File: config.mk
export PLATFORM = sky130hd
export DESIGN_NAME = mem_req_issuer_flat
export DESIGN_NICKNAME = d
export VERILOG_FILES = /design/src/rtl/mem_req_issuer_if.sv /design/src/rtl/mem_req_issuer.sv /design/src/flat_wrapper.sv
export SDC_FILE = /design/constraint.sdc
export NUM_CORES = 1
export LEC_CHECK = 0
export CAP_MARGIN = 25
export CORE_ASPECT_RATIO = 2
export CORE_MARGIN = 2
export CORE_UTILIZATION = 41
export CTS_CLUSTER_SIZE = 20
export DETAILED_ROUTE_END_ITERATION = 6
export GPL_ROUTABILITY_DRIVEN = 0
export PLACE_DENSITY = 0.65
export RECOVER_POWER = 25
export SLEW_MARGIN = 20
export SYNTH_ARGS = -nofsm -noshare
export SYNTH_HDL_FRONTEND = slang
export SYNTH_SLANG_ARGS = --single-unit
File: constraint.sdc
create_clock -name clk -period 8.4 [get_ports clk]
set_input_delay 1.68 -clock clk [delete_from_list [all_inputs] [get_ports clk]]
set_output_delay 1.68 -clock clk [all_outputs]
set_load 0.01 [all_outputs]
File: src/rtl/mem_req_issuer_if.sv
// Bundle of issuer-side signals: commit port, load request port, memory
// store/load ports, memory response and the CDB writeback.
interface mem_req_issuer_if #(
    parameter int ROB_W  = 5,
    parameter int PREG_W = 7
);
    logic              flush;
    logic              commit_valid;
    logic [31:0]       commit_addr;
    logic [31:0]       commit_data;
    logic              commit_sh;
    logic [ROB_W-1:0]  commit_rob;
    logic              sb_full;
    logic              sb_empty;
    logic              ld_req_valid;
    logic              ld_req_ready;
    logic [31:0]       ld_addr;
    logic [2:0]        ld_func3;
    logic [PREG_W-1:0] ld_pd;
    logic [ROB_W-1:0]  ld_rob;
    logic              store_wb;
    logic [31:0]       st_addr;
    logic [31:0]       st_data;
    logic              st_sh;
    logic              load_mem;
    logic [31:0]       mem_ld_addr;
    logic [2:0]        mem_ld_func3;
    logic [ROB_W-1:0]  mem_ld_rob;
    logic              mem_valid;
    logic [31:0]       mem_data;
    logic [ROB_W-1:0]  mem_rob;
    logic              wb_valid;
    logic [31:0]       wb_data;
    logic [PREG_W-1:0] wb_pd;
    logic [ROB_W-1:0]  wb_rob;
    logic              dup_tag_err;

    // ld_req: a request transfers on a cycle where ld_req_valid && ld_req_ready;
    // the requester holds valid and payload stable until that cycle.
    modport master (
        output flush, commit_valid, commit_addr, commit_data, commit_sh, commit_rob,
               ld_req_valid, ld_addr, ld_func3, ld_pd, ld_rob, mem_valid, mem_data, mem_rob,
        input  sb_full, sb_empty, ld_req_ready, store_wb, st_addr, st_data, st_sh,
               load_mem, mem_ld_addr, mem_ld_func3, mem_ld_rob,
               wb_valid, wb_data, wb_pd, wb_rob, dup_tag_err
    );
    modport slave (
        input  flush, commit_valid, commit_addr, commit_data, commit_sh, commit_rob,
               ld_req_valid, ld_addr, ld_func3, ld_pd, ld_rob, mem_valid, mem_data, mem_rob,
        output sb_full, sb_empty, ld_req_ready, store_wb, st_addr, st_data, st_sh,
               load_mem, mem_ld_addr, mem_ld_func3, mem_ld_rob,
               wb_valid, wb_data, wb_pd, wb_rob, dup_tag_err
    );
endinterface

File: src/rtl/mem_req_issuer.sv
// Memory request issuer: committed-store FIFO plus a single held load that
// waits out any overlapping buffered store, then writes back toward the CDB.
module mem_req_issuer #(
    parameter int SB_DEPTH = 4,
    parameter int ROB_W    = 5,
    parameter int PREG_W   = 7
) (
    input  logic                clk,
    input  logic                reset,
    mem_req_issuer_if.slave     bus,
    output logic [1:0]          o_dbg_state
);
    localparam int              PTR_W   = $clog2(SB_DEPTH);
    localparam logic [PTR_W:0]  CNT_MAX = (PTR_W+1)'(SB_DEPTH);
    localparam logic [2:0]      F3_LW   = 3'b010;

    typedef enum logic [1:0] {S_IDLE = 2'd0, S_HELD = 2'd1, S_WAIT = 2'd2} state_t;
    state_t r_state, w_state_nxt;

    logic [31:0]       r_sb_addr [SB_DEPTH];
    logic [31:0]       r_sb_data [SB_DEPTH];
    logic              r_sb_sh   [SB_DEPTH];
    logic [PTR_W-1:0]  r_head, r_tail;
    logic [PTR_W:0]    r_count, w_count_nxt;
    logic              r_sb_full, r_sb_empty;

    logic [31:0]       r_ld_addr;
    logic [2:0]        r_ld_func3;
    logic [PREG_W-1:0] r_ld_pd;
    logic [ROB_W-1:0]  r_ld_rob;
    logic              r_squash;
    logic [ROB_W-1:0]  r_last_rob;
    logic              r_dup_err;
    logic              r_wb_valid;
    logic [31:0]       r_wb_data;
    logic [PREG_W-1:0] r_wb_pd;
    logic [ROB_W-1:0]  r_wb_rob;

    logic              w_full, w_conflict, w_issue_ld, w_issue_st, w_push, w_resp, w_accept;
    logic [31:0]       w_ld_hi;
    logic [31:0]       w_st_hi [SB_DEPTH];
    logic [PTR_W-1:0]  w_off   [SB_DEPTH];

    // Entry i is live when its distance from head is below count; the head
    // entry stays in the test even in the cycle it pops.
    always_comb begin
        w_ld_hi    = r_ld_addr + ((r_ld_func3 == F3_LW) ? 32'd3 : 32'd0);
        w_conflict = 1'b0;
        for (int i = 0; i < SB_DEPTH; i++) begin
            w_off[i]   = PTR_W'(i) - r_head;
            w_st_hi[i] = r_sb_addr[i] + (r_sb_sh[i] ? 32'd1 : 32'd3);
            if (({1'b0, w_off[i]} < r_count) && (r_ld_addr <= w_st_hi[i]) &&
                (r_sb_addr[i] <= w_ld_hi))
                w_conflict = 1'b1;
        end
    end

    assign w_full     = (r_count == CNT_MAX);
    assign w_issue_ld = (r_state == S_HELD) && !bus.flush && !w_conflict && !w_full;
    assign w_issue_st = !w_issue_ld && (r_count != '0);
    assign w_push     = bus.commit_valid && (!w_full || w_issue_st);
    assign w_resp     = (r_state == S_WAIT) && bus.mem_valid && (bus.mem_rob == r_ld_rob);

    always_comb begin
        w_count_nxt = r_count;
        if (w_push && !w_issue_st)
            w_count_nxt = r_count + (PTR_W+1)'(1);
        else if (!w_push && w_issue_st)
            w_count_nxt = r_count - (PTR_W+1)'(1);
    end

    always_ff @(posedge clk or posedge reset) begin
        if (reset) begin
            r_head     <= '0;
            r_tail     <= '0;
            r_count    <= '0;
            r_sb_full  <= 1'b0;
            r_sb_empty <= 1'b1;
        end else begin
            if (w_push)     r_tail <= r_tail + PTR_W'(1);
            if (w_issue_st) r_head <= r_head + PTR_W'(1);
            r_count    <= w_count_nxt;
            r_sb_full  <= (w_count_nxt == CNT_MAX);
            r_sb_empty <= (w_count_nxt == '0);
        end
    end

    always_ff @(posedge clk) begin
        if (w_push) begin
            r_sb_addr[r_tail] <= bus.commit_addr;
            r_sb_data[r_tail] <= bus.commit_data;
            r_sb_sh[r_tail]   <= bus.commit_sh;
        end
    end

    always_comb begin
        w_state_nxt = r_state;
        w_accept    = 1'b0;
        case (r_state)
            S_IDLE: if (bus.ld_req_valid && !bus.flush) begin
                w_accept    = 1'b1;
                w_state_nxt = S_HELD;
            end
            S_HELD: if (bus.flush) w_state_nxt = S_IDLE;
                    else if (w_issue_ld) w_state_nxt = S_WAIT;
            S_WAIT: if (w_resp) w_state_nxt = S_IDLE;
            default: w_state_nxt = S_IDLE;
        endcase
    end

    always_ff @(posedge clk or posedge reset) begin
        if (reset) begin
            r_state    <= S_IDLE;
            r_ld_addr  <= '0;
            r_ld_func3 <= '0;
            r_ld_pd    <= '0;
            r_ld_rob   <= '0;
            r_squash   <= 1'b0;
            r_last_rob <= '1;
            r_dup_err  <= 1'b0;
            r_wb_valid <= 1'b0;
            r_wb_data  <= '0;
            r_wb_pd    <= '0;
            r_wb_rob   <= '0;
        end else begin
            r_state <= w_state_nxt;
            if (w_accept) begin
                r_ld_addr  <= bus.ld_addr;
                r_ld_func3 <= bus.ld_func3;
                r_ld_pd    <= bus.ld_pd;
                r_ld_rob   <= bus.ld_rob;
            end
            // A flush in WAIT cannot cancel the memory access, only its writeback.
            if (w_resp)
                r_squash <= 1'b0;
            else if ((r_state == S_WAIT) && bus.flush)
                r_squash <= 1'b1;
            if (w_issue_ld) begin
                if (r_ld_rob == r_last_rob) r_dup_err <= 1'b1;
                r_last_rob <= r_ld_rob;
            end
            r_wb_valid <= w_resp && !r_squash && !bus.flush;
            if (w_resp) begin
                r_wb_data <= bus.mem_data;
                r_wb_pd   <= r_ld_pd;
                r_wb_rob  <= r_ld_rob;
            end
        end
    end

    assign bus.sb_full      = r_sb_full;
    assign bus.sb_empty     = r_sb_empty;
    assign bus.ld_req_ready = (r_state == S_IDLE) && !bus.flush;
    assign bus.store_wb     = w_issue_st;
    assign bus.st_addr      = w_issue_st ? r_sb_addr[r_head] : '0;
    assign bus.st_data      = w_issue_st ? r_sb_data[r_head] : '0;
    assign bus.st_sh        = w_issue_st && r_sb_sh[r_head];
    assign bus.load_mem     = w_issue_ld;
    assign bus.mem_ld_addr  = w_issue_ld ? r_ld_addr  : '0;
    assign bus.mem_ld_func3 = w_issue_ld ? r_ld_func3 : '0;
    assign bus.mem_ld_rob   = w_issue_ld ? r_ld_rob   : '0;
    assign bus.wb_valid     = r_wb_valid;
    assign bus.wb_data      = r_wb_data;
    assign bus.wb_pd        = r_wb_pd;
    assign bus.wb_rob       = r_wb_rob;
    assign bus.dup_tag_err  = r_dup_err;
    assign o_dbg_state      = r_state;

    a_sb_no_overflow: assert property (@(posedge clk) disable iff (reset)
        !(bus.commit_valid && w_full && !w_issue_st));
endmodule

File: src/flat_wrapper.sv
// flat-port wrapper written by rule: the top's interface ports become plain ports
module mem_req_issuer_flat 
#(
    parameter int SB_DEPTH = 4,
    parameter int ROB_W    = 5,
    parameter int PREG_W   = 7
)
  (clk, reset, o_dbg_state, bus_flush, bus_commit_valid, bus_commit_addr, bus_commit_data, bus_commit_sh, bus_commit_rob, bus_ld_req_valid, bus_ld_addr, bus_ld_func3, bus_ld_pd, bus_ld_rob, bus_mem_valid, bus_mem_data, bus_mem_rob, bus_sb_full, bus_sb_empty, bus_ld_req_ready, bus_store_wb, bus_st_addr, bus_st_data, bus_st_sh, bus_load_mem, bus_mem_ld_addr, bus_mem_ld_func3, bus_mem_ld_rob, bus_wb_valid, bus_wb_data, bus_wb_pd, bus_wb_rob, bus_dup_tag_err);
  mem_req_issuer_if #(.ROB_W(ROB_W), .PREG_W(PREG_W)) bus_i ();
  input  logic clk;
  input  logic reset;
  output logic [1:0] o_dbg_state;
  input wire logic [$bits(bus_i.flush)-1:0] bus_flush;
  input wire logic [$bits(bus_i.commit_valid)-1:0] bus_commit_valid;
  input wire logic [$bits(bus_i.commit_addr)-1:0] bus_commit_addr;
  input wire logic [$bits(bus_i.commit_data)-1:0] bus_commit_data;
  input wire logic [$bits(bus_i.commit_sh)-1:0] bus_commit_sh;
  input wire logic [$bits(bus_i.commit_rob)-1:0] bus_commit_rob;
  input wire logic [$bits(bus_i.ld_req_valid)-1:0] bus_ld_req_valid;
  input wire logic [$bits(bus_i.ld_addr)-1:0] bus_ld_addr;
  input wire logic [$bits(bus_i.ld_func3)-1:0] bus_ld_func3;
  input wire logic [$bits(bus_i.ld_pd)-1:0] bus_ld_pd;
  input wire logic [$bits(bus_i.ld_rob)-1:0] bus_ld_rob;
  input wire logic [$bits(bus_i.mem_valid)-1:0] bus_mem_valid;
  input wire logic [$bits(bus_i.mem_data)-1:0] bus_mem_data;
  input wire logic [$bits(bus_i.mem_rob)-1:0] bus_mem_rob;
  output wire logic [$bits(bus_i.sb_full)-1:0] bus_sb_full;
  output wire logic [$bits(bus_i.sb_empty)-1:0] bus_sb_empty;
  output wire logic [$bits(bus_i.ld_req_ready)-1:0] bus_ld_req_ready;
  output wire logic [$bits(bus_i.store_wb)-1:0] bus_store_wb;
  output wire logic [$bits(bus_i.st_addr)-1:0] bus_st_addr;
  output wire logic [$bits(bus_i.st_data)-1:0] bus_st_data;
  output wire logic [$bits(bus_i.st_sh)-1:0] bus_st_sh;
  output wire logic [$bits(bus_i.load_mem)-1:0] bus_load_mem;
  output wire logic [$bits(bus_i.mem_ld_addr)-1:0] bus_mem_ld_addr;
  output wire logic [$bits(bus_i.mem_ld_func3)-1:0] bus_mem_ld_func3;
  output wire logic [$bits(bus_i.mem_ld_rob)-1:0] bus_mem_ld_rob;
  output wire logic [$bits(bus_i.wb_valid)-1:0] bus_wb_valid;
  output wire logic [$bits(bus_i.wb_data)-1:0] bus_wb_data;
  output wire logic [$bits(bus_i.wb_pd)-1:0] bus_wb_pd;
  output wire logic [$bits(bus_i.wb_rob)-1:0] bus_wb_rob;
  output wire logic [$bits(bus_i.dup_tag_err)-1:0] bus_dup_tag_err;
  assign bus_i.flush = bus_flush;
  assign bus_i.commit_valid = bus_commit_valid;
  assign bus_i.commit_addr = bus_commit_addr;
  assign bus_i.commit_data = bus_commit_data;
  assign bus_i.commit_sh = bus_commit_sh;
  assign bus_i.commit_rob = bus_commit_rob;
  assign bus_i.ld_req_valid = bus_ld_req_valid;
  assign bus_i.ld_addr = bus_ld_addr;
  assign bus_i.ld_func3 = bus_ld_func3;
  assign bus_i.ld_pd = bus_ld_pd;
  assign bus_i.ld_rob = bus_ld_rob;
  assign bus_i.mem_valid = bus_mem_valid;
  assign bus_i.mem_data = bus_mem_data;
  assign bus_i.mem_rob = bus_mem_rob;
  assign bus_sb_full = bus_i.sb_full;
  assign bus_sb_empty = bus_i.sb_empty;
  assign bus_ld_req_ready = bus_i.ld_req_ready;
  assign bus_store_wb = bus_i.store_wb;
  assign bus_st_addr = bus_i.st_addr;
  assign bus_st_data = bus_i.st_data;
  assign bus_st_sh = bus_i.st_sh;
  assign bus_load_mem = bus_i.load_mem;
  assign bus_mem_ld_addr = bus_i.mem_ld_addr;
  assign bus_mem_ld_func3 = bus_i.mem_ld_func3;
  assign bus_mem_ld_rob = bus_i.mem_ld_rob;
  assign bus_wb_valid = bus_i.wb_valid;
  assign bus_wb_data = bus_i.wb_data;
  assign bus_wb_pd = bus_i.wb_pd;
  assign bus_wb_rob = bus_i.wb_rob;
  assign bus_dup_tag_err = bus_i.dup_tag_err;
  mem_req_issuer #(.SB_DEPTH(SB_DEPTH), .ROB_W(ROB_W), .PREG_W(PREG_W)) u_core (.clk(clk), .reset(reset), .bus(bus_i), .o_dbg_state(o_dbg_state));
endmodule
==> results of run 1 <==
critical path, delay by kind of cell (launching register included):
family | cells | cell delay, ns
compound gates | 4 | 0.83
xor+xnor | 1 | 0.19
fa+ha+maj | 3 | 0.73
buf+inv | 8 | 1.73
flops | 1 | 0.39
simple gates | 12 | 2.08
cells by family after synthesis:
| logic type | after synthesis |
|---|---|
| simple gates | 696 |
| flops | 370 |
| fa+ha+maj | 274 |
| compound gates | 256 |
| xor+xnor | 166 |
| mux | 113 |
| buf+inv | 102 |
area by class of cell:
type,count,area [µm²],share of cell area
Antenna cell,9,22.5,0.000770
Clock buffer,41,920,0.0315
Clock inverter,21,289,0.00989
Inverter,49,186,0.00638
Multi-Input combinational cell,1505,12300,0.422
Sequential cell,370,10600,0.362
Tap cell,750,938,0.0321
Timing Repair Buffer,385,3970,0.136
sequential cells by signal, indices dropped and copies added, names as in the netlist, 7 cells and up:
signal and flops:
u_core.bus.wb_pd 7, u_core.bus.wb_data 32, u_core.r_ld_addr 32, u_core.r_sb_data 128
u_core.r_sb_addr 128, u_core.r_ld_pd 7
metal layers:
layer / GRT usage / part of all wire / vias up
met5: 0 / 0.00017 / -
met1: 0.247 / 0.32 / 8721
met2: 0.478 / 0.52 / 657
met3: 0.0446 / 0.050 / 307
met4: 0.251 / 0.11 / 2
li1: - / - / 8157
synth_stat cells, drive strengths merged, types with 65 or more instances:
cell      n
dfrtp   104
mux4     65
ha      269
edfxtp  260
xor2     89
nor2b    77
nand4    70
nand3    68
a21oi    82
xnor2    75
nor2     77
nand2   235
timing repair:
item,in CTS,in global routing
pin swaps,0,8
buffers inserted,1,9
hold buffers,0,0
setup endpoints to repair,104,107
resized for setup,3,50
cloned,0,4
power by group:
| group | total (mW) | switching [mW] | internal (mW) |
|---|---|---|---|
| registers | 3.09 | 0.639 | 2.45 |
| logic | 5.23 | 2.67 | 2.56 |
| clock network | 1.70 | 0.700 | 1.00 |
| total | 10.0 | 4.01 | 6.01 |
how the worst max path moves through the flow:
stage / cells after the start / slack [ns] / endpoint / from
after global placement: 28 / 0.42 / bus_mem_ld_addr[10] / u_core.r_ld_func3[0]$_DFFE_PP0P_
after global routing: 28 / -0.13 / bus_mem_ld_addr[6] / u_core.r_ld_func3[0]$_DFFE_PP0P_
after detailed placement: 28 / 0.37 / bus_mem_ld_addr[10] / u_core.r_ld_func3[0]$_DFFE_PP0P_
after floorplan: 23 / 1.51 / bus_mem_ld_addr[10] / u_core.r_ld_func3[0]$_DFFE_PP0P_
after CTS: 28 / 0.02 / bus_mem_ld_rob[3] / u_core.r_ld_func3[0]$_DFFE_PP0P_
final: 28 / 0.19 / bus_mem_ld_addr[6] / u_core.r_ld_func3[2]$_DFFE_PP0P_
==> metrics.md, run 1 <==
| Metric | Value |
|---|---|
| Outcome | complete, no violations |
| Yosys top cell area share | 0.336 |
| Top post-synthesis cells by area | edfxtp_1 (34%), ha_1 (14%), dfrtp_1 (11%), mux4_2 (6.3%), nand2_1 (3.8%) |
| Synth unique cells | 78 |
| CTS buffer count | 35 |
| Post-layout nets | 2,780 |
| Synthesis-to-layout area growth | 26.0% |
| Seq/Total Area, Yosys | 0.455 |
| Clock sinks | 370 |
| Root Buffer | clkbuf_16 |
| Antenna Nets Post-Route | 0 |
| Post-synthesis register bit count | 370 |
| Most frequent CP cell | buf_4 |
| Reg2reg end | u_core.r_sb_data[1][16]$_DFFE_PP_ |
| Commonest cells after routing, fill and taps aside | ha_1 (269), edfxtp_1 (260), nand2_1 (235) |
| Layout cell share with drive strength beyond 1 | 0.119 |
| Pwr per Cell Area | 343 nW/µm² |
| Commonest non-fill, non-tap cell in the layout | ha_1 |
| Yosys top cell by area | edfxtp_1 |
| CP required | 6.72 ns |
| Period minus WS final | 8.21 ns |
| Final wirelength | 77,500 µm |
| Worst hold path depth | 2 |
| Post-route clock period utilization | 0.978 |
| Pre-CTS WS | 0.369 ns |
| Residual DRC count | 0 |
| Initial drt markers | 1,017 |
| Clock Latency Late Sink | 0.57 ns |
| Initial antenna violation count | 11 |
| TNS Setup | 0 ns |
| Hold Crit Endpoint | u_core.bus.wb_pd[5]$_DFFE_PP0P_ |
| Post-synthesis cell count | 1,977 |
| Worst Reg-to-Reg Cells | 22 |
| Mapped Nets | 2,411 |
| Crit path DAT | 6.53 ns |
| Startpoint types | flip-flop |
| Vias/cell | 5.70 |
| Hold Vio Cnt, Final | 0 |
| Fin cells | 3,130 |
| Leakage | 12.0 nW |
| First-pass GRT wire length | 114,000 µm |
| Post-Syn Area | 23,200 µm² |
| Io pins | 318 |
| Filler Cells Inserted | 4,906 |
| Max Cap Viol | 0 |
| Final WS setup | 0.186 ns |
| Synth Warn # | 0 |
| Vias in the first global route | 18,900 |
| Final instance area | 29,200 µm² |
| Drt pass-1 iters | 7 |
| Worst VDD drop | 210 µV |
| Initial Util | 0.413 |
| # rows | 123 |
| CTS tree | yes |
| Largest family of logic cells by synthesized area | simple AND/OR/NAND/NOR gates |
| Rel. slew slack | 0.249 |
| RSZ-0062 raised after global routing | yes |
| Vias | 17,800 |
| CP Max Fanout | 22 |
| Total power | 10.0 mW |
| Post-route core utilization | 0.520 |
| Async set-reset flop share out of synthesis | 0.297 |
| Mux contribution to synthesized area | 0.0863 |
| WL/cell | 24.8 µm |
| Placed Area | 27,600 µm² |
| R2r startpoint | u_core.r_ld_func3[2]$_DFFE_PP0P_ |
| Worst min-delay path class | reg -> reg |
| R2r setup slk | 1.75 ns |
| Worst-path clk slew | 0.07 ns |
| WS Path Type | reg -> out |
| Die H | 340 µm |
| CP Capture Type | output pin |
| Fin. max-slew vios | 0 |
| Hold Path Origin | u_core.r_ld_pd[5]$_DFFE_PP0P_ |
| Post-synth top flop | edfxtp_1 |
| Grt total ovfl | 0 |
| Fin Hold WS | 0.464 ns |
| # placed instances | 3,043 |
| I/O Buffers | 312 |
| CP max stage delay | 0.54 ns |
| Setup violators final | 0 |
| Core Area | 56,200 µm² |
| Largest net degree at the start of global routing | 78 |
| Achievable Freq | 122 MHz |
| XOR/XNOR Fraction of Synth Area | 0.0638 |
| Slowest-stage cell, CP | clkdlybuf4s50_1 |
| Adder-cell share of the synthesized area | 0.149 |
| Die area | 58,700 µm² |
| H-tree depth | 2 |
| Avg Cell Area, Syn | 11.7 µm² |
| Dpl hpwl | 60,200 µm |
| CTS max path bufs | 3 |
| Post-synth EDFFs | 260 |
| Tightest Pin Transition | 1.12 ns |
| Die Span X | 172 µm |
| Simple-gate share of the synthesized area | 0.153 |
| Compound-Gate Fraction of Synth Area | 0.0750 |
| Overall Global Routing Usage | 0.266 |
| Setup Skew | 0.0250 ns |
Power figures use the tool's default switching activity.
==> run 2: changes to the inputs <==
CORE_UTILIZATION = 56   (was 41)
PLACE_DENSITY = 0.83   (was 0.65)
==> run 2 against run 1 <==
  * Critical path depth shrank 3
  * Core utilization increased by 18 points
  * Flip-flop and latch count did not move
  * Maximum frequency down 1.6%
  * Cell area decreased by 2.2%
  * Sequential power barely moved
  * Worst hold slack lost 0.019 ns
  * Clock skew up 0.0016 ns
  * Setup slack worse by 0.13 ns
  * Combinational power is 2% lower
  * Critical path type unchanged
  * Critical endpoint is now bus_st_data[7]
  * Largest cell class unchanged
==> metrics.md, run 2 (same netlist as run 1, synthesis figures left out) <==
| Metric | Value |
|---|---|
| Outcome | complete, no violations (unchanged) |
| Initial Util | 0.566 (was 0.413) |
| Root Buffer | clkbuf_16 (unchanged) |
| CP Capture Type | output pin (unchanged) |
| Setup violators final | 0 (unchanged) |
| Number of hold buffers added after CTS | 0 (unchanged) |
| Fin Hold WS | 0.445 ns (was 0.464 ns) |
| WL/cell | 27.0 µm (was 24.8 µm) |
| Worst VDD drop | 346 µV (was 210 µV) |
| GR Util met3 | 0.0705 (was 0.0446) |
| Sequential cell area | 10,600 µm² (about the same) |
| Initial antenna violation count | 10 (was 11) |
| Most frequent CP cell | buf_4 (unchanged) |
| CP Max Fanout | 52 (was 22) |
| Fin. max-slew vios | 0 (unchanged) |
| Setup Skew | 0.0266 ns (was 0.0250 ns) |
| Io pins | 318 (unchanged) |
| Die H | 292 µm (was 340 µm) |
| Fin cells | 2,884 (was 3,130) |
| Filler Cells Inserted | 2,850 (was 4,906) |
| Final WS setup | 0.0546 ns (was 0.186 ns) |
| # placed instances | 2,803 (was 3,043) |
| Top Registers | u_core.r_sb_addr (128), u_core.r_sb_data (128) (unchanged) |
| Worst hold path depth | 1 (was 2) |
| Largest net degree at the start of global routing | 68 (was 78) |
| Reg2reg end | u_core.r_sb_addr[0][11]$_DFFE_PP_ (was u_core.r_sb_data[1][16]$_DFFE_PP_) |
| Met1 Resource Use GR | 0.346 (was 0.247) |
| WS Path Type | reg -> out (unchanged) |
| Post-layout nets | 2,747 (was 2,780) |
| Max Cap Viol | 0 (unchanged) |
| Commonest non-fill, non-tap cell in the layout | ha_1 (unchanged) |
| Vias | 18,800 (was 17,800) |
| Worst-path clk slew | 0.07 ns (about the same) |
| Sequential Power Share | 0.315 (was 0.309) |
| Pre-CTS WS | 0.265 ns (was 0.369 ns) |
| Clock Latency Late Sink | 0.56 ns (was 0.57 ns) |
| Drt pass-1 iters | 6 (was 7) |
| Hold Crit Endpoint | u_core.bus.wb_valid$_DFF_PP0_ (was u_core.bus.wb_pd[5]$_DFFE_PP0P_) |
| Placed Area | 27,100 µm² (was 27,600 µm²) |
| CP required | 6.72 ns (about the same) |
| R2r setup slk | 1.60 ns (was 1.75 ns) |
| CTS tree | yes (unchanged) |
| Sw Share | 0.413 (was 0.400) |
| P_int | 5.81 mW (was 6.01 mW) |
| Achievable Freq | 120 MHz (was 122 MHz) |
| Grt total ovfl | 0 (unchanged) |
| CTS max path bufs | 3 (unchanged) |
| H-tree depth | 2 (unchanged) |
| Clock sinks | 370 (unchanged) |
| Startpoint types | flip-flop (unchanged) |
| Layout cell share with drive strength beyond 1 | 0.111 (was 0.119) |
| Combinational group share of total power | 0.516 (was 0.522) |
| Multi-input logic area | 12,400 µm² (was 12,300 µm²) |
| Clock Power Share | 0.169 (was 0.170) |
| CTS buffer count | 35 (unchanged) |
| Worst Reg-to-Reg Cells | 26 (was 22) |
| Leakage | 11.4 nW (was 12.0 nW) |
| Slowest-stage cell, CP | clkdlybuf4s50_1 (unchanged) |
| Crit path DAT | 6.67 ns (was 6.53 ns) |
| R2r startpoint | u_core.r_ld_func3[2]$_DFFE_PP0P_ (unchanged) |
| First-pass GRT wire length | 113,000 µm (was 114,000 µm) |
| Vias in the first global route | 19,300 (was 18,900) |
| CP max stage delay | 0.59 ns (was 0.54 ns) |
| Vias/cell | 6.51 (was 5.70) |
| Post-route core utilization | 0.697 (was 0.520) |
| Pwr per Cell Area | 346 nW/µm² (was 343 nW/µm²) |
| Met2 Use GR | 0.609 (was 0.478) |
| Post-route clock period utilization | 0.993 (was 0.978) |
| Residual DRC count | 0 (unchanged) |
| Tightest Pin Transition | 1.06 ns (was 1.12 ns) |
| Final instance area | 28,600 µm² (was 29,200 µm²) |
| Net Switching | 4.09 mW (was 4.01 mW) |
| Dpl hpwl | 55,600 µm (was 60,200 µm) |
| Commonest cells after routing, fill and taps aside | ha_1 (268), edfxtp_1 (260), clkdlybuf4s50_1 (244) (was ha_1 (269), edfxtp_1 (260), nand2_1 (235)) |
| Die Span X | 148 µm (was 172 µm) |
| Period minus WS final | 8.35 ns (was 8.21 ns) |
| Rel. slew slack | 0.292 (was 0.249) |
| I/O Buffers | 312 (unchanged) |
| # rows | 105 (was 123) |
| Overall Global Routing Usage | 0.349 (was 0.266) |
| Top Usage Layer GRT | met2 (unchanged) |
| Final wirelength | 77,800 µm (was 77,500 µm) |
| Hold Path Origin | u_core.r_squash$_DFFE_PP0P_ (was u_core.r_ld_pd[5]$_DFFE_PP0P_) |
| Synthesis-to-layout area growth | 23.1% (was 26.0%) |
| Worst min-delay path class | reg -> reg (unchanged) |
| Hold Vio Cnt, Final | 0 (unchanged) |
| Initial drt markers | 1,624 (was 1,017) |
| Antenna Nets Post-Route | 0 (unchanged) |
| Core Area | 41,000 µm² (was 56,200 µm²) |
| Die area | 43,200 µm² (was 58,700 µm²) |
## run 2: worst max-delay path by stage
stage | start | end | slack (ns) | cells past startpoint
finish | u_core.r_ld_func3[2]$_DFFE_PP0P_ | bus_st_data[7] | 0.05 | 25
global route | u_core.r_ld_func3[2]$_DFFE_PP0P_ | bus_mem_ld_addr[30] | -0.09 | 26
CTS | u_core.r_ld_func3[0]$_DFFE_PP0P_ | bus_mem_ld_addr[3] | 0.01 | 25
detailed placement | u_core.r_ld_func3[0]$_DFFE_PP0P_ | bus_store_wb | 0.27 | 22
global placement | u_core.r_ld_func3[0]$_DFFE_PP0P_ | bus_st_data[2] | 0.34 | 24
floorplan | u_core.r_ld_func3[0]$_DFFE_PP0P_ | bus_mem_ld_addr[10] | 1.51 | 23
## run 2: power by group through the flow
stage	combinational [mW]	clock, mW	sequential, mW
floorplan	2.97	0	2.86
global placement	4.70	0	3.07
detailed placement	4.90	0	3.10
CTS	4.97	1.69	3.08
global route	5.48	1.75	3.15
finish	5.10	1.67	3.12
## run 2: repair_timing
action                                 CTS  global route
setup buffers                            0             6
gates resized for setup                  6            27
endpoints found under the hold margin    0             0
cloned                                   0             2
pin swaps                                0            12
setup endpoints to repair              106           107
## run 2: worst max-delay path, delay by kind of cell (launching register included)
kind / cells / cell delay [ns]
xor gates and xnor gates: 1 / 0.41
buffers and inverters: 5 / 1.17
and+or+nand+nor: 10 / 2.00
AOI/OAI and AO/OA: 6 / 1.33
DFF: 1 / 0.42
adders and majority gates: 3 / 0.75
## run 2: metrics by stage
stage                     total power [mW]  setup TNS (ns)
after floorplan                       5.83               0
after global placement                7.78               0
after detailed placement              8.00               0
after CTS                             9.74               0
after global routing                  10.4           -1.73
final                                 9.90               0
## run 2: layer usage
layer	vias up	part of all wire	wire length, µm
met3	489	0.075	5860
met5	-	0.00015	12
met1	9004	0.31	23900
met2	1194	0.50	38900
li1	8095	-	-
met4	2	0.12	9160
## run 2: final cells by class
type,instances,area share
sequential,370,0.370
clock buffer,41,0.0318
inverter,49,0.00652
timing repair buffer,352,0.124
tap,535,0.0234
multi-input combinational,1505,0.433
clock inverter,23,0.00985
antenna,9,0.000788
==> run 3: changes to the inputs <==
ABC_AREA = 1   (was unset)
==> run 3 against run 2 <==
  * Sequential share of layout area shrank 0.30 points
  * Wire length grew 5.1%
  * Cell area grew 0.77%
  * Worst hold slack gained 0.017 ns
  * Clock power shrank 2%
==> metrics.md, run 3 <==
| Metric | Value |
|---|---|
| Avg Cell Area, Syn | 9.66 µm² (was 11.7 µm²) |
| TNS Setup | 0 ns (unchanged) |
| Worst path buffer plus inverter count | 6 (was 5) |
| Vias/cell | 6.29 (was 6.51) |
| Post-synthesis cell count | 2,376 (was 1,977) |
| Sequential cell area | 10,600 µm² (about the same) |
| CTS max path bufs | 3 (unchanged) |
| Initial Util | 0.569 (was 0.566) |
| Vias | 20,900 (was 18,800) |
| Layout cell share with drive strength beyond 1 | 0.147 (was 0.111) |
| Filler Cells Inserted | 2,908 (was 2,850) |
| Residual DRC count | 0 (unchanged) |
| CP Max Fanout | 6 (was 52) |
| Clock sinks | 370 (unchanged) |
| CP max stage delay | 0.38 ns (was 0.59 ns) |
| Post-route core utilization | 0.714 (was 0.697) |
| Commonest non-fill, non-tap cell in the layout | nand2_1 (was ha_1) |
| Total power | 9.82 mW (was 9.90 mW) |
| Dpl hpwl | 57,100 µm (was 55,600 µm) |
| Post-Syn Area | 22,900 µm² (was 23,200 µm²) |
| Initial drt markers | 1,889 (was 1,624) |
| Commonest cells after routing, fill and taps aside | nand2_1 (390), ha_1 (266), edfxtp_1 (260) (was ha_1 (268), edfxtp_1 (260), clkdlybuf4s50_1 (244)) |
| Most frequent cells after synthesis | nand2_1 (402), ha_1 (269), edfxtp_1 (260), inv_1 (231), nor2_1 (203) (was ha_1 (269), edfxtp_1 (260), nand2_1 (235), dfrtp_1 (104), xor2_1 (89)) |
| Pre-CTS WS | 0.198 ns (was 0.265 ns) |
| Top post-synthesis cells by area | edfxtp_1 (34%), ha_1 (15%), dfrtp_1 (11%), nand2_1 (6.6%), inv_1 (3.8%) (was edfxtp_1 (34%), ha_1 (14%), dfrtp_1 (11%), mux4_2 (6.3%), nand2_1 (3.8%)) |
| First-pass GRT wire length | 118,000 µm (was 113,000 µm) |
| Period minus WS final | 8.21 ns (was 8.35 ns) |
| Core Area | 40,300 µm² (was 41,000 µm²) |
| Startpoint types | flip-flop (unchanged) |
| Pwr per Cell Area | 341 nW/µm² (was 346 nW/µm²) |
| Vias in the first global route | 21,000 (was 19,300) |
| Seq/Total Area, Yosys | 0.461 (was 0.455) |
| Mapped Nets | 2,810 (was 2,411) |
| Post-synthesis register bit count | 370 (unchanged) |
| H-tree depth | 2 (unchanged) |
| Most frequent CP cell | nor3_2 (was buf_4) |
| Die area | 42,700 µm² (was 43,200 µm²) |
| Post-synth EDFFs | 260 (unchanged) |
| WL/cell | 24.6 µm (was 27.0 µm) |
| Clock Latency Late Sink | 0.57 ns (was 0.56 ns) |
| Fin. max-slew vios | 0 (unchanged) |
| Synth Warn # | 0 (unchanged) |
| CP Capture Type | output pin (unchanged) |
| Post-route clock period utilization | 0.978 (was 0.993) |
| Yosys top cell area share | 0.340 (was 0.336) |
| Post-layout nets | 3,195 (was 2,747) |
| Leakage | 12.4 nW (was 11.4 nW) |
| Rel. slew slack | 0.235 (was 0.292) |
| Io pins | 318 (unchanged) |
| Worst-path clk slew | 0.06 ns (was 0.07 ns) |
| Slowest-stage cell, CP | edfxtp_1 (was clkdlybuf4s50_1) |
| Drt pass-1 iters | 7 (was 6) |
| Multi-input logic area | 11,900 µm² (was 12,400 µm²) |
| Crit path DAT | 6.53 ns (was 6.67 ns) |
| Die H | 290 µm (was 292 µm) |
| Synthesis-to-layout area growth | 25.5% (was 23.1%) |
| Die Span X | 147 µm (was 148 µm) |
| Worst VDD drop | 291 µV (was 346 µV) |
| Fin Hold WS | 0.462 ns (was 0.445 ns) |
| # placed instances | 3,217 (was 2,803) |
| CTS tree | yes (unchanged) |
| Post-synth top flop | edfxtp_1 (unchanged) |
| Fin cells | 3,321 (was 2,884) |
| Async set-reset flop share out of synthesis | 0.297 (unchanged) |
| Setup Skew | 0.0294 ns (was 0.0266 ns) |
| Tightest Pin Transition | 1.14 ns (was 1.06 ns) |
| Worst min-delay path class | reg -> reg (unchanged) |
| RSZ-0062 raised after global routing | yes |
| Placed Area | 27,100 µm² (about the same) |
| Hold Vio Cnt, Final | 0 (unchanged) |
| Achievable Freq | 122 MHz (was 120 MHz) |
| # rows | 104 (was 105) |
| Final WS setup | 0.186 ns (was 0.0546 ns) |
| WS Path Type | reg -> out (unchanged) |
| Root Buffer | clkbuf_16 (unchanged) |
| Delay-heaviest family, CP | simple AND/OR/NAND/NOR gates (unchanged) |
| Final instance area | 28,800 µm² (was 28,600 µm²) |
| Grt total ovfl | 0 (unchanged) |
| Overall Global Routing Usage | 0.366 (was 0.349) |
| CTS buffer count | 34 (was 35) |
| Synth unique cells | 55 (was 78) |
| Yosys top cell by area | edfxtp_1 (unchanged) |
| Setup violators final | 0 (unchanged) |
| Most common cell in the netlist | nand2_1 (was ha_1) |
| I/O Buffers | 312 (unchanged) |
| Max Cap Viol | 0 (unchanged) |
| Outcome | complete, no violations (unchanged) |
| CP required | 6.72 ns (about the same) |
| Number of hold buffers added after CTS | 0 (unchanged) |
| Top Registers | u_core.r_sb_addr (128), u_core.r_sb_data (128) (unchanged) |
| Largest net degree at the start of global routing | 96 (was 68) |
| Initial antenna violation count | 6 (was 10) |
| Final wirelength | 81,800 µm (was 77,800 µm) |
| Antenna Nets Post-Route | 0 (unchanged) |
## run 3: cell types whose count changed after synthesis, moves of 40 or more
cell	before	now
a21o_1	46	2
a21oi_1	78	170
a22oi_1	1	43
a31oi_1	4	46
and2_1	48	0
and3_1	43	3
inv_1	48	231
mux4_2	65	0
nand2_1	235	402
nor2_1	77	203
nor2b_1	77	0
nor3_1	19	64
o22ai_1	4	53
## run 3: path summary, 6_finish.rpt
kind                                             startpoint                           endpoint  slack [ns]  cells past startpoint
setup reg to reg           u_core.r_sb_addr[2][1]$_DFFE_PP_  u_core.r_sb_addr[0][19]$_DFFE_PP_        1.23                     37
max in group asynchronous                             reset    u_core.r_ld_addr[3]$_DFFE_PP0P_        5.56                      3
setup / recovery                u_core.r_sb_sh[3]$_DFFE_PP_                bus_mem_ld_addr[16]        0.19                     33
hold / removal                  u_core.r_squash$_DFFE_PP0P_      u_core.bus.wb_valid$_DFF_PP0_        0.46                      1
hold reg to reg                 u_core.r_squash$_DFFE_PP0P_      u_core.bus.wb_valid$_DFF_PP0_        0.46                      1
min in group asynchronous                             reset       u_core.bus.sb_full$_DFF_PP0_        1.51                      2
## run 3: final cells by class
class,instances,share of cell area
multi-input combinational,1717,0.414
sequential,370,0.367
timing repair buffer,402,0.125
inverter,236,0.0308
tap,530,0.0230
clock buffer,43,0.0314
clock inverter,19,0.00890
antenna,4,0.000347
## run 3: routing by layer
| layer | GRT usage | vias up | wire, µm |
|---|---|---|---|
| met4 | 0.329 | 4 | 9490 |
| met5 | 0 | - | 25 |
| li1 | - | 9196 | - |
| met2 | 0.627 | 1344 | 39900 |
| met1 | 0.354 | 9798 | 24700 |
| met3 | 0.0995 | 536 | 7800 |
## run 3: kinds of logic (layout without fill, tap and decap cells)
kind of cell,after synthesis,count (layout),share of synthesized area
other,0,4,0
buffers and inverters,289,700,0.0484
flip-flops,370,370,0.461
multiplexers,32,32,0.0157
adder cells (fa/ha/maj),274,274,0.151
XOR/XNOR,131,131,0.0500
AND/OR/NAND/NOR,860,860,0.167
AO/OA/AOI/OAI,420,420,0.108
## run 3: power by group
| part | leakage (nW) | switching, mW | total (mW) | internal, mW |
|---|---|---|---|---|
| combinational | 8.08 | 3.21 | 5.17 | 1.96 |
| clock | 0.563 | 0.729 | 1.63 | 0.906 |
| sequential | 3.73 | 0.568 | 3.02 | 2.45 |
| total | 12.4 | 4.51 | 9.82 | 5.31 |
## run 3: timing repair
item                       4_1_cts  5_1_grt
pin swaps                        3       29
setup buffers                    5       27
cloned                           0        4
setup endpoints to repair      107      107
gates resized for setup        117      339
